File: config.mk
export PLATFORM = sky130hd
export DESIGN_NAME = btn_enable_ctrl
export DESIGN_NICKNAME = d
export VERILOG_FILES = /design/src/rtl/btn_enable_ctrl.sv
export SDC_FILE = /design/constraint.sdc
export NUM_CORES = 1
export LEC_CHECK = 0
export BUFFER_PORTS_ARGS = -buffer_cell sky130_fd_sc_hd__buf_2
export CAP_MARGIN = 10
export CORE_MARGIN = 3
export CORE_UTILIZATION = 65
export CTS_BUF_LIST = sky130_fd_sc_hd__clkbuf_4 sky130_fd_sc_hd__clkbuf_8
export DETAILED_ROUTE_END_ITERATION = 10
export GPL_TIMING_DRIVEN = 0
export PLACE_DENSITY = 0.91
export SLEW_MARGIN = 20
export SYNTH_ARGS = -nofsm -noshare
export SYNTH_HDL_FRONTEND = slang
export SYNTH_SLANG_ARGS = --single-unit
File: constraint.sdc
create_clock -name clk -period 3.31 [get_ports clk]
set_input_delay 0 -clock clk [delete_from_list [all_inputs] [get_ports clk]]
set_output_delay 0 -clock clk [all_outputs]
set_load 0.01 [all_outputs]
File: src/rtl/btn_enable_ctrl.sv
// ============================================================================
// Module      : btn_enable_ctrl
// Description : Synchronizes and debounces an active-low push-button. Each
//               confirmed press toggles the level output `enable` and emits a
//               one-cycle strobe on `press_pulse`. Define LONG_PRESS_EN to add
//               a long-press strobe that also forces `enable` low.
// Revision    : 1.0 - initial release
// ============================================================================
`default_nettype none

module btn_enable_ctrl #(
    parameter int unsigned DEBOUNCE_CYCLES = 1_000_000,
    parameter int unsigned LONG_CYCLES     = 100_000_000,
    parameter bit          ENABLE_RST      = 1'b0
) (
    input  logic clk,
    input  logic rst,
    input  logic btn_n,
    output logic enable,
    output logic press_pulse,
    output logic long_press
);

    localparam int unsigned MAX_CYCLES = (DEBOUNCE_CYCLES > LONG_CYCLES) ?
                                         DEBOUNCE_CYCLES : LONG_CYCLES;
    localparam int unsigned CNT_W      = $clog2(MAX_CYCLES + 1);
    localparam logic [CNT_W-1:0] DEB_LAST = CNT_W'(DEBOUNCE_CYCLES - 1);

    localparam logic [1:0] ST_IDLE         = 2'd0;
    localparam logic [1:0] ST_PRESS_WAIT   = 2'd1;
    localparam logic [1:0] ST_PRESSED      = 2'd2;
    localparam logic [1:0] ST_RELEASE_WAIT = 2'd3;

    logic [1:0]       sync_q;
    logic             btn_s;
    logic [1:0]       state_q, state_d;
    logic [CNT_W-1:0] cnt_q, cnt_d;
    logic             enable_q, enable_d;
    logic             press_pulse_q, press_pulse_d;
    logic             confirm;

    // sync_q[1] is the metastability-filtered sample; idle level is released.
    assign btn_s   = ~sync_q[1];
    assign confirm = (state_q == ST_PRESS_WAIT) && btn_s && (cnt_q == DEB_LAST);

`ifdef LONG_PRESS_EN
    localparam logic [CNT_W-1:0] LP_LAST = CNT_W'(LONG_CYCLES - 1);
    localparam logic [CNT_W-1:0] LP_DONE = CNT_W'(LONG_CYCLES);

    logic [CNT_W-1:0] lp_cnt_q, lp_cnt_d;
    logic             long_press_q, long_press_d;
`endif

    // ------------------------------------------------------------------
    // State register
    // ------------------------------------------------------------------
    always_ff @(posedge clk or negedge rst) begin
        if (!rst) begin
            sync_q        <= 2'b11;
            state_q       <= ST_IDLE;
            cnt_q         <= '0;
            enable_q      <= ENABLE_RST;
            press_pulse_q <= 1'b0;
`ifdef LONG_PRESS_EN
            lp_cnt_q      <= '0;
            long_press_q  <= 1'b0;
`endif
        end else begin
            sync_q        <= {sync_q[0], btn_n};
            state_q       <= state_d;
            cnt_q         <= cnt_d;
            enable_q      <= enable_d;
            press_pulse_q <= press_pulse_d;
`ifdef LONG_PRESS_EN
            lp_cnt_q      <= lp_cnt_d;
            long_press_q  <= long_press_d;
`endif
        end
    end

    // ------------------------------------------------------------------
    // Next-state logic
    // ------------------------------------------------------------------
    always_comb begin
        state_d = state_q;
        cnt_d   = cnt_q;
        case (state_q)
            ST_IDLE: begin
                if (btn_s) begin
                    state_d = ST_PRESS_WAIT;
                    cnt_d   = '0;
                end
            end
            ST_PRESS_WAIT: begin
                if (!btn_s) begin
                    state_d = ST_IDLE;
                end else if (cnt_q == DEB_LAST) begin
                    state_d = ST_PRESSED;
                end else begin
                    cnt_d = cnt_q + CNT_W'(1);
                end
            end
            ST_PRESSED: begin
                if (!btn_s) begin
                    state_d = ST_RELEASE_WAIT;
                    cnt_d   = '0;
                end
            end
            ST_RELEASE_WAIT: begin
                if (btn_s) begin
                    state_d = ST_PRESSED;
                end else if (cnt_q == DEB_LAST) begin
                    state_d = ST_IDLE;
                end else begin
                    cnt_d = cnt_q + CNT_W'(1);
                end
            end
            default: begin
                state_d = ST_IDLE;
                cnt_d   = '0;
            end
        endcase
    end

    // ------------------------------------------------------------------
    // Output logic
    // ------------------------------------------------------------------
    always_comb begin
        press_pulse_d = confirm;
        enable_d      = confirm ? ~enable_q : enable_q;
`ifdef LONG_PRESS_EN
        lp_cnt_d      = lp_cnt_q;
        long_press_d  = 1'b0;
        if (state_q == ST_IDLE) begin
            lp_cnt_d = '0;
        end else if (state_q == ST_PRESSED) begin
            // Parking the counter one past the trigger value allows one strobe per press.
            if (lp_cnt_q == LP_LAST) begin
                long_press_d = 1'b1;
                enable_d     = 1'b0;
                lp_cnt_d     = LP_DONE;
            end else if (lp_cnt_q < LP_LAST) begin
                lp_cnt_d = lp_cnt_q + CNT_W'(1);
            end
        end
`endif
    end

    assign enable      = enable_q;
    assign press_pulse = press_pulse_q;
`ifdef LONG_PRESS_EN
    assign long_press  = long_press_q;
`else
    assign long_press  = 1'b0;
`endif

endmodule

`default_nettype wire

==> flow_summary.yaml <==
cts:
  cts-root-buf: "clkbuf_4"
  clk_path_buf_depth: 2
  cts_tree: "built"
  clkTransAtPathRegs_ps: 110
  cts_resized: 0
  clock_latency_ps: 350
  htreeDepth: 2
  clock_sinks: 33
  tritoncts.num_buffers: 5
layout:
  antenna_cells: 0
  stdcell_area_sq_um: 1940
  layout.cells.non_filler: 247
  layout.nets: 220
  area_growth_pct: 7.93
  drive_above_1_share_pct: 11.5
  utilization_pct: 76.3
place:
  dpl_cell_area_sq_um: 1860
  place.port_buffers: 4
  dpl.hpwl_um: 2920
  dp_cells: 237
  gp_congestion: 0.880
timing:
  slew_violations: 0
  fin_setup_tns_ps: 0
  fin_hold_ws_ps: 241
  max_freq_mhz: 401
  finalCriticalPeriod_ps: 2500
  period_share_pct: 75.4
  worst_pin_slew_ps: 788
  rsz0062_at_grt: "false"
  finalHoldViolCount: 0
  setup_viol: 0
  maxSlewHeadroom_pct: 47.0
  skew_ps: 11.7
critical_path:
  path_delay_family: "simple AND/OR/NAND/NOR gates"
  reg2reg_slack_ps: 810
  path_cells: "ha_1 -> nand2_1 -> or4_4 -> o211ai_1 -> nor3_1 -> a211o_1"
  cp-start-kind: "flip-flop"
  regToRegStartpoint: "cnt_q[0]"
  crit_buf_inv: 0
  critical-path-max-stage-delay_ps: 640
  slowest_stage: "or4_4"
  crit_type: "reg2reg"
  end_kind: "flip-flop"
  crit_arrival_ps: 2740
  r2r-end: "cnt_q[3]"
  reg2reg_depth: 6
  required_ps: 3560
  worstPathMaxFanout: 8
global_routing:
  met1_usage_pct: 38.0
  use_met2_pct: 44.8
  grt_overflow: 0
  grt_max_degree: 34
  grt_pass1_wl_um: 7290
  gr-usage-all-layers_pct: 28.4
  antenna_found_initial: 0
  top_usage_layer: "met2"
  grt_pass1_vias: 1603
  use_met3_pct: 7.02
floorplan:
  die-area_sq_um: 3430
  initial_core_util_pct: 70.6
  core_sq_um: 2540
  ios: 6
  die_height_um: 58.6
  dieWidth_um: 58.6
  rows: 18
drt:
  drc_errors: 0
  vias: 1732
  avgViaCountPerCell: 7.01
  drtIter0Drc: 179
  antenna_left: 0
  postRouteWirelength_um: 4290
  dr.pass1.iters: 6
  post_drt_wl_per_cell_um: 17.4
synthesis:
  yosysWarnings: 0
  syn_nets: 207
  syn_avg_cell_area_sq_um: 8.86
  synth.distinct_cells: 40
  async_reset_ff_share_pct: 100
  syn-instance-count: 203
  ys.flop_type: "dfrtp_1"
  yosysSeqAreaShare_pct: 46.1
  synth_area_sq_um: 1800
  ys_ff_latch: 33
  synth_edf_count: 0
power_and_ir_drop:
  power.density_nw_per_um2: 378
  p_leak_nw: 0.793
  vdd_drop_max_uv: 356
run_status:
  status: "finished, final reports clean"
hold_path:
  worstHoldPathType: "in2async"
run:
  maxCapViolCount: 0
-- layout make-up --
type,count,area [sq um]
well taps,30,37.5
repair buffers,6,40.0
plain buffers,11,57.6
multi-input cells,151,882
fillers,191,604
clock inverters,2,13.8
inverters,8,30.0
flip-flops and latches,33,828
clock buffers,6,51.3
-- flip-flops by register name (all words and copies together) (netlist names), named ones only --
signal and flops:
cnt_q 27, enable 1, press_pulse 1, state_q 1, sync_q 2
-- synth_stat cells, types with 2 or more instances --
cell	count	area share [%]
a211o_1	2	0.97
a21oi_1	14	3.9
a31oi_1	20	7.0
a41oi_1	4	1.9
and2_1	2	0.70
and3_1	5	1.7
and4_1	2	0.97
buf_2	4	1.1
clkbuf_1	5	1.0
dfrtp_1	31	43
dfstp_2	2	2.9
inv_1	7	1.5
nand2_1	22	4.6
nand2b_1	4	1.4
nand3_1	15	4.2
nand4_1	7	2.4
nor2_1	6	1.3
nor3_1	8	2.2
nor4_1	6	2.1
o21ai_0	13	3.6
or3_1	4	1.4
xnor2_1	2	0.97
-- repair_timing --
action,4_1_cts,5_1_grt
hold buffers,2,0
hold endpoints to repair,32,0
setup buffers,0,0
-- worst register-to-register path, stage by stage (launching register included) --
cell and delay [ps]:
dfrtp_1 400, ha_1 210, nand2_1 200, or4_4 640, o211ai_1 540, nor3_1 120, a211o_1 290
-- how the worst max path moves through the flow --
stage             start  slack (ps)       end  cells past startpoint
2_1_floorplan  cnt_q[0]        1190  cnt_q[3]                      7
3_3_place_gp   cnt_q[0]         930  cnt_q[3]                      6
3_5_place_dp   cnt_q[0]         850  cnt_q[3]                      6
4_1_cts        cnt_q[0]         840  cnt_q[3]                      6
5_1_grt        cnt_q[0]         670  cnt_q[3]                      6
6_report       cnt_q[0]         810  cnt_q[3]                      6
-- layout by cell type (no fill, tap or decap), types with 2 or more instances in the layout --
master,n
nand2_1,22
dfstp_2,2
dfrtp_1,31
nand4_1,7
a31oi_1,20
a41oi_1,4
inv_1,7
nor3_1,8
and2_1,2
a21oi_1,14
nand2b_1,4
a211o_1,2
nor2_1,6
buf_2,8
clkbuf_4,5
nor4_1,6
dlygate4sd3_1,2
o21ai_0,13
nand3_1,15
clkbuf_1,5
and4_1,2
and3_1,5
or3_1,4
xnor2_1,2
-- per-layer routing --
metal | wire length [um] | vias to the layer above
li1 | - | 790
met1 | 1810 | 831
met2 | 2050 | 102
met3 | 357 | 9
met4 | 72 | 0
met5 | 0 | -
-- stage by stage --
step	power (mW)	setup WS (ps)
after floorplan	0.464	1190
after global placement	0.482	930
after detailed placement	0.485	851
after CTS	0.727	844
after global routing	0.759	669
final	0.733	814
-- report_power, final --
part | switching [mW] | internal (mW)
combinational | 0.0388 | 0.0201
clock | 0.150 | 0.103
sequential | 0.00857 | 0.413
total | 0.197 | 0.536
-- cell families after synthesis --
kind of cell,after synthesis,synth area share (%)
compound gates,61,21.6
xor+xnor,2,0.974
fa+ha+maj,1,0.696
buf+inv,19,4.87
flops,33,46.1
mux,1,0.557
other cells,1,0.209
simple gates,85,25.0
Note: power is estimated with default switching activity, not from simulation.
